**config.mk**
```make
export PLATFORM = sky130hd
export DESIGN_NAME = apb_initiator
export DESIGN_NICKNAME = d
export VERILOG_FILES = /design/src/rtl/apb_initiator.sv
export SDC_FILE = /design/constraint.sdc
export NUM_CORES = 1
export LEC_CHECK = 0
export BUFFER_PORTS_ARGS = -buffer_cell sky130_fd_sc_hd__buf_2
export CAP_MARGIN = 10
export CORE_MARGIN = 2
export CORE_UTILIZATION = 45
export DETAILED_ROUTE_END_ITERATION = 8
export MAX_ROUTING_LAYER = met4
export PLACE_DENSITY = 0.87
export SETUP_SLACK_MARGIN = 0.4
export SLEW_MARGIN = 20
export SYNTH_ARGS = -nofsm -noshare
export SYNTH_HDL_FRONTEND = slang
export SYNTH_SLANG_ARGS = --single-unit
```
**constraint.sdc**
```tcl
create_clock -name clock -period 5.3 [get_ports clock]
set_input_delay 1.06 -clock clock [delete_from_list [all_inputs] [get_ports clock]]
set_output_delay 1.06 -clock clock [all_outputs]
set_load 0.02 [all_outputs]
```
**src/rtl/apb_initiator.sv**
```systemverilog
// APB4 initiator: accepts one request at a time on a valid/ready channel, runs the APB
// setup/access transfer with a bounded wait-state timeout, and returns the response.
module apb_initiator #(
   parameter int ADDR_W  = 32,
   parameter int DATA_W  = 32,
   parameter int TIMEOUT = 256
) (
   input  logic                clock,
   input  logic                reset,
   input  logic                req_valid,
   output logic                req_ready,
   input  logic [ADDR_W-1:0]   req_addr,
   input  logic                req_write,
   input  logic [DATA_W-1:0]   req_wdata,
   input  logic [DATA_W/8-1:0] req_strb,
   input  logic [2:0]          req_prot,
   output logic                rsp_valid,
   input  logic                rsp_ready,
   output logic [DATA_W-1:0]   rsp_rdata,
   output logic                rsp_err,
   output logic                out_psel,
   output logic                out_penable,
   output logic                out_pwrite,
   output logic [ADDR_W-1:0]   out_paddr,
   output logic [DATA_W-1:0]   out_pwdata,
   output logic [DATA_W/8-1:0] out_pstrb,
   output logic [2:0]          out_pprot,
   input  logic                out_pready,
   input  logic [DATA_W-1:0]   out_prdata,
   input  logic                out_pslverr
);
   localparam int STRB_W = DATA_W / 8;
   localparam bit TO_EN  = (TIMEOUT != 0);
   localparam int CNT_W  = TO_EN ? $clog2(TIMEOUT + 1) : 1;
   localparam logic [CNT_W-1:0] CNT_ZERO = {CNT_W{1'b0}};
   localparam logic [CNT_W-1:0] CNT_ONE  = CNT_W'(1);
   localparam logic [CNT_W-1:0] CNT_MAX  = {CNT_W{1'b1}};
   localparam logic [CNT_W-1:0] CNT_LAST = TO_EN ? CNT_W'(TIMEOUT - 1) : CNT_ZERO;

   typedef enum logic [1:0] {
      ST_IDLE   = 2'd0,
      ST_SETUP  = 2'd1,
      ST_ACCESS = 2'd2,
      ST_RESP   = 2'd3
   } state_t;

   state_t              state_r;
   state_t              state_s;
   logic                accept_s;
   logic                capture_s;
   logic                abort_s;
   logic                ready_r;
   logic [CNT_W-1:0]    wait_cnt_r;
   logic [ADDR_W-1:0]   paddr_r;
   logic                pwrite_r;
   logic [DATA_W-1:0]   pwdata_r;
   logic [STRB_W-1:0]   pstrb_r;
   logic [2:0]          pprot_r;
   logic [DATA_W-1:0]   rdata_r;
   logic                err_r;

   // State register; reset drops psel/penable/rsp_valid without waiting for a clock.
   always_ff @(posedge clock or posedge reset) begin
      if (reset) begin
         state_r <= ST_IDLE;
      end else begin
         state_r <= state_s;
      end
   end

   // Next-state decode and per-cycle strobes for accept, capture and timeout abort.
   always_comb begin
      state_s   = state_r;
      accept_s  = 1'b0;
      capture_s = 1'b0;
      abort_s   = 1'b0;
      case (state_r)
         ST_IDLE: begin
            if (req_valid && ready_r) begin
               accept_s = 1'b1;
               state_s  = ST_SETUP;
            end else begin
               state_s  = ST_IDLE;
            end
         end
         ST_SETUP: begin
            state_s = ST_ACCESS;
         end
         ST_ACCESS: begin
            if (out_pready) begin
               capture_s = 1'b1;
               state_s   = ST_RESP;
            end else if (TO_EN && (wait_cnt_r == CNT_LAST)) begin
               abort_s = 1'b1;
               state_s = ST_RESP;
            end else begin
               state_s = ST_ACCESS;
            end
         end
         ST_RESP: begin
            if (rsp_ready) begin
               state_s = ST_IDLE;
            end else begin
               state_s = ST_RESP;
            end
         end
         default: begin
            state_s = ST_IDLE;
         end
      endcase
   end

   // req_ready is held low through reset and rises on the first edge after release.
   always_ff @(posedge clock or posedge reset) begin
      if (reset) begin
         ready_r <= 1'b0;
      end else begin
         ready_r <= (state_s == ST_IDLE);
      end
   end

   // Wait-state counter: cleared on acceptance, saturating, idle when the timeout is disabled.
   always_ff @(posedge clock or posedge reset) begin
      if (reset) begin
         wait_cnt_r <= CNT_ZERO;
      end else if (accept_s) begin
         wait_cnt_r <= CNT_ZERO;
      end else if (TO_EN && (state_r == ST_ACCESS) && !out_pready && (wait_cnt_r != CNT_MAX)) begin
         wait_cnt_r <= wait_cnt_r + CNT_ONE;
      end else begin
         wait_cnt_r <= wait_cnt_r;
      end
   end

   // Request latch; read strobes are zeroed here so pstrb needs no decode downstream.
   always_ff @(posedge clock or posedge reset) begin
      if (reset) begin
         paddr_r  <= {ADDR_W{1'b0}};
         pwrite_r <= 1'b0;
         pwdata_r <= {DATA_W{1'b0}};
         pstrb_r  <= {STRB_W{1'b0}};
         pprot_r  <= 3'b000;
      end else if (accept_s) begin
         paddr_r  <= req_addr;
         pwrite_r <= req_write;
         pwdata_r <= req_wdata;
         pstrb_r  <= req_write ? req_strb : {STRB_W{1'b0}};
         pprot_r  <= req_prot;
      end else begin
         paddr_r  <= paddr_r;
         pwrite_r <= pwrite_r;
         pwdata_r <= pwdata_r;
         pstrb_r  <= pstrb_r;
         pprot_r  <= pprot_r;
      end
   end

   // Response capture; pslverr data is passed through unmasked, timeouts return zero data.
   always_ff @(posedge clock or posedge reset) begin
      if (reset) begin
         rdata_r <= {DATA_W{1'b0}};
         err_r   <= 1'b0;
      end else if (capture_s) begin
         rdata_r <= pwrite_r ? {DATA_W{1'b0}} : out_prdata;
         err_r   <= out_pslverr;
      end else if (abort_s) begin
         rdata_r <= {DATA_W{1'b0}};
         err_r   <= 1'b1;
      end else begin
         rdata_r <= rdata_r;
         err_r   <= err_r;
      end
   end

   assign req_ready   = ready_r;
   assign rsp_valid   = (state_r == ST_RESP);
   assign rsp_rdata   = rdata_r;
   assign rsp_err     = err_r;
   assign out_psel    = (state_r == ST_SETUP) || (state_r == ST_ACCESS);
   assign out_penable = (state_r == ST_ACCESS);
   assign out_pwrite  = pwrite_r;
   assign out_paddr   = paddr_r;
   assign out_pwdata  = pwdata_r;
   assign out_pstrb   = pstrb_r;
   assign out_pprot   = pprot_r;

endmodule

```
== Word level (Yosys, flattened, before mapping) ==
Index checks and enable logic that the tools add are counted.

* $add $sub $neg: 1
* Equal/unequal tests: 5
* Muxes and demuxes: 20
* Reductions and logical operators: 9

{| class="wikitable"
|+ Operators with widths
! cell !! count
|-
| 2-to-1 mux 32 bit || 3
|-
| 2-to-1 mux 9 bit || 2
|-
| 2-to-1 mux 1 bit || 12
|-
| adder 9 x 1 -> 9 bit, second input constant || 1
|-
| == test 9 x 8 -> 1 bit, second input constant || 1
|-
| inequality test 9 bit, second input constant || 1
|-
| one-hot mux 2 bit (4 select lines) || 1
|-
| == test 2 bit, second input constant || 2
|-
| logical NOT 2 bit || 2
|-
| 2-to-1 mux 4 bit || 1
|-
| nonzero test 2 bit || 2
|-
| logical AND 1 bit || 3
|-
| == test 2 x 1 -> 1 bit, second input constant || 1
|-
| 2-to-1 mux 2 bit || 1
|-
| logical NOT 1 bit || 1
|-
| logical OR 1 bit || 1
|}

* Bits in registers: 117
* Word-level logic and storage cells: 45

== Longest topological paths before layout ==
* Word-level depth: 6
* Gate-level depth with buffers: 8
* Depth with buffers taken out: 7

== Worst setup path after synthesis ==
Ideal clock, no wire load.

* Path kind: in2reg
* Start: input out_pready
* End: register wait_cnt_r[5]
* Arrival: 2.173 ns
* Data required time: 5.222 ns
* Setup slack: 3.049 ns
* Stages: 4
* Cell sequence: or3b_1 > buf_2 > or4_1 > a21oi_1

* Word-level cells in the longest chain between the ends: 4

{| class="wikitable"
|+ RTL lines
! element !! line !! text
|-
| start: declaration || 28 || <nowiki>input logic out_pready,</nowiki>
|-
| logical NOT 1 bit || 128 || <nowiki>end else if (TO_EN && (state_r == ST_ACCESS) && !out_pready && (wait_cnt_r != CNT_MAX)) begin</nowiki>
|-
| logical AND 1 bit (2 in a row) || 128 ||
|-
| nonzero test 2 bit (no line) || - ||
|-
| end signal: assignment || 129 || <nowiki>wait_cnt_r <= wait_cnt_r + CNT_ONE;</nowiki>
|-
| end signal: assignment || 131 || <nowiki>wait_cnt_r <= wait_cnt_r;</nowiki>
|-
| end: declaration || 53 || <nowiki>logic [CNT_W-1:0] wait_cnt_r;</nowiki>
|}

Every way passes these cells.
A chain may end at the register's enable or synchronous reset.

== Worst setup path in the final report ==
* Start: register state_r[0]
* End: output out_penable

* Word-level cells in the longest chain between the ends: 1

{| class="wikitable"
|+ RTL lines
! element !! line !! text
|-
| start: declaration || 47 || <nowiki>state_t state_r;</nowiki>
|-
| start signal: assignment || 67 || <nowiki>state_r <= state_s;</nowiki>
|-
| == test 2 bit || 180 || <nowiki>assign out_penable = (state_r == ST_ACCESS);</nowiki>
|-
| end: declaration || 22 || <nowiki>output logic out_penable,</nowiki>
|}

Every way passes these cells.

==> reports/results.txt <==
Fin. Hold Viols - 0
RSZ-0062 raised after global routing - no
CP Cell Sequence - inv_1, ha_1, buf_2
Die X - 103.9 um
hold slack - 0.4647 ns
startpoint types - flop
Final Critical Period - 2.617 ns
Setup crit end kind - output port
crit-path max FO - 6
max incr delay on CP - 0.40 ns
critical path class - flop to output port
run status - finished clean
fraction of layout cells with a size suffix above 1 - 0.3756
Slew Viols, Final - 0
flops & latches, synth - 117
skew final - 0.009435 ns
Final period util - 0.4937
Crit path required time - 4.24 ns
Top FF cell, synth - dfrtp_1
GRT Residual Overflow - 0
clk root buf - clkbuf_8
fmax - 382.2 MHz
Vert. Die Dim - 103.9 um
setup tns final - 0 ns
Critical Path Sink - out_penable
Top delay family on crit path - flip-flops
CP arrival - 1.56 ns
Post-Synthesis Cells - 450
final setup vio count - 0
GRT Total Usage - 0.2333
initial antenna violation count - 0
DRT iter0 DRCs - 232
worst vdd ir - 300.5 uV
P_leak - 3.594 nW
Avg WL per Cell - 14.45 um
yosys warns - 0
worst reg2reg path depth - 7
CP Buf/Inv Count - 2
count of different cell masters after synthesis - 26
cell row count - 36
DRC - 0
register area - 0.002928 mm^2
Least-Margin Pin Slew - 0.8761 ns
Worst slew margin - 0.4137
Sink Count - 117
setup slack, reg-to-reg - 3.01 ns
fillers - 760
Post-CTS Setup Inserts - 0
Port Buffer Count - 218
vias in the first global route - 3985
reg2reg end - wait_cnt_r[5]$_DFFE_PP0P_
worst min-delay path category - flop to flop
Reg-to-Reg Start - wait_cnt_r[0]$_DFFE_PP0P_
Vias/cell - 4.937
Initial Util - 0.4613
CTS Hold Buffers Added - 0
CTS H-tree depth - 4
clk slew on worst S/H paths - 0.05 ns
ANT cells - 0
cell count along the critical path - 3
CORE AREA - 0.009729 mm^2
worst setup path start - state_r[0]$_DFF_PP0_
Layout Nets - 782
Power Density - 666.4 mW/mm^2
first-pass detailed-route iteration total - 4
global-route wire length before repair - 19.44 mm
Routed Antenna Nets - 0
area grow syn2layout - 40.28%
largest net degree at the start of global routing - 82
Worst path slowest cell - dfrtp_1
clock tree from TritonCTS - built
Async S/R FF share, synth - 1.000
hpwl dp - 8.059 mm
PostCTS Resize Cnt - 0
Post-Syn Area - 0.004488 mm^2
# IOs - 219
multi-input gate area in the final layout - 0.001468 mm^2
EDFF count, synth - 0
Skew-Pair Late Insertion Delay - 0.51 ns
clock buffer depth - 2
CTS buffer count - 17
Post-Route WL - 11.74 mm
max-capacitance violation count - 0
Syn Nets - 566
RePlAce Congestion - 0.8336
Die Area - 0.01079 mm^2
total number of vias - 4009
sequential area share after synthesis - 0.6524
Avg Inst Size Synth - 9.973 um^2
-- cell type report --
cell class / instances / share of cell area
sequential: 117 / 0.4650
multi-input combinational: 302 / 0.2331
timing repair buffer: 221 / 0.1769
clock buffer: 23 / 0.07413
tap: 133 / 0.02643
clock inverter: 9 / 0.01987
inverter: 7 / 0.004571
-- layer usage --
layer / track usage / vias to the layer above / share of wire
met5: - / - / 0
met4: 0.1042 / 0 / 0.017
met3: 0.06704 / 21 / 0.064
met2: 0.3717 / 172 / 0.50
met1: 0.2770 / 1924 / 0.42
li1: - / 1892 / -
-- layout by cell type, fill, tap and decap left out, types with 2 or more instances in the layout --
cell type / netlist / final
or3_1: 2 / 2
inv_1: 7 / 6
clkbuf_1: 20 / 3
nand4_1: 2 / 2
o21ai_0: 2 / 2
dfrtp_1: 117 / 117
nand2_1: 219 / 219
ha_1: 6 / 6
clkinvlp_4: 0 / 2
a22o_1: 32 / 32
bufinv_16: 0 / 3
or4_1: 3 / 3
clkbuf_16: 0 / 16
clkbuf_8: 0 / 4
buf_4: 0 / 3
nor3b_1: 2 / 2
nor2_1: 6 / 5
nand3_1: 8 / 7
buf_2: 1 / 218
o31ai_1: 3 / 3
clkinv_2: 0 / 4
a21oi_1: 7 / 7
nand2b_1: 2 / 2
-- per-stage QoR --
step / setup WS [ns] / area [um^2] / power (mW) / util / instances
after floorplan: 1.139 / 4488 / 2.487 / - / 450
after global placement: 2.673 / 5692 / 2.995 / 0.5850 / 780
after detailed placement: 2.712 / 5699 / 3.075 / 0.5858 / 780
after CTS: 2.698 / 6291 / 4.231 / 0.6466 / 812
after global routing: 2.585 / 6296 / 4.447 / 0.6471 / 812
final: 2.683 / 6296 / 4.195 / 0.6471 / 812
-- logic make-up after synthesis --
family,synth area share
xor+xnor,0.001952
fa+ha+maj,0.01673
simple gates,0.2172
mux,0.002230
compound gates,0.08336
buf+inv,0.02621
flops,0.6524
-- Yosys cell counts, types with 2 or more instances --
cell,number,area share
nor3b_1,2,0.0033
nand3_1,8,0.0089
dfrtp_1,117,0.65
clkbuf_1,20,0.017
inv_1,7,0.0059
a21oi_1,7,0.0078
buf_1,3,0.0025
nand4_1,2,0.0028
nand2b_1,2,0.0028
o21ai_0,2,0.0022
ha_1,6,0.017
nor2_1,6,0.0050
or4_1,3,0.0050
or3_1,2,0.0028
nand2_1,219,0.18
a22o_1,32,0.062
o31ai_1,3,0.0050
-- state kept, by name, summed over array words and instances, names as in the netlist --
name / count
wait_cnt_r: 9
req_ready: 1
out_pprot: 3
rsp_err: 1
rsp_rdata: 32
out_paddr: 32
out_pstrb: 4
state_r: 2
out_pwdata: 32
out_pwrite: 1
-- tightest hold or removal path: stages (launching register included) --
cell and delay, ns:
dfrtp_1 0.34, nand2_1 0.05, nand2_1 0.05
-- report_power, final --
group / switching, mW / internal (mW)
clock network: 0.379 / 0.749
registers: 0.224 / 1.28
logic: 1.03 / 0.534
-- how the worst min path moves through the flow --
stage / from / endpoint / slack [ns] / cells after the start
after floorplan: wait_cnt_r[7]$_DFFE_PP0P_ / wait_cnt_r[7]$_DFFE_PP0P_ / 0.52 / 2
after global placement: out_pstrb[1]$_DFFE_PP0P_ / out_pstrb[1]$_DFFE_PP0P_ / 0.45 / 2
after detailed placement: out_pstrb[1]$_DFFE_PP0P_ / out_pstrb[1]$_DFFE_PP0P_ / 0.46 / 2
after CTS: out_pstrb[1]$_DFFE_PP0P_ / out_pstrb[1]$_DFFE_PP0P_ / 0.47 / 2
after global routing: out_pwdata[22]$_DFFE_PP0P_ / out_pwdata[22]$_DFFE_PP0P_ / 0.49 / 2
final: out_pstrb[1]$_DFFE_PP0P_ / out_pstrb[1]$_DFFE_PP0P_ / 0.46 / 2
Power figures use the tool's default switching activity.
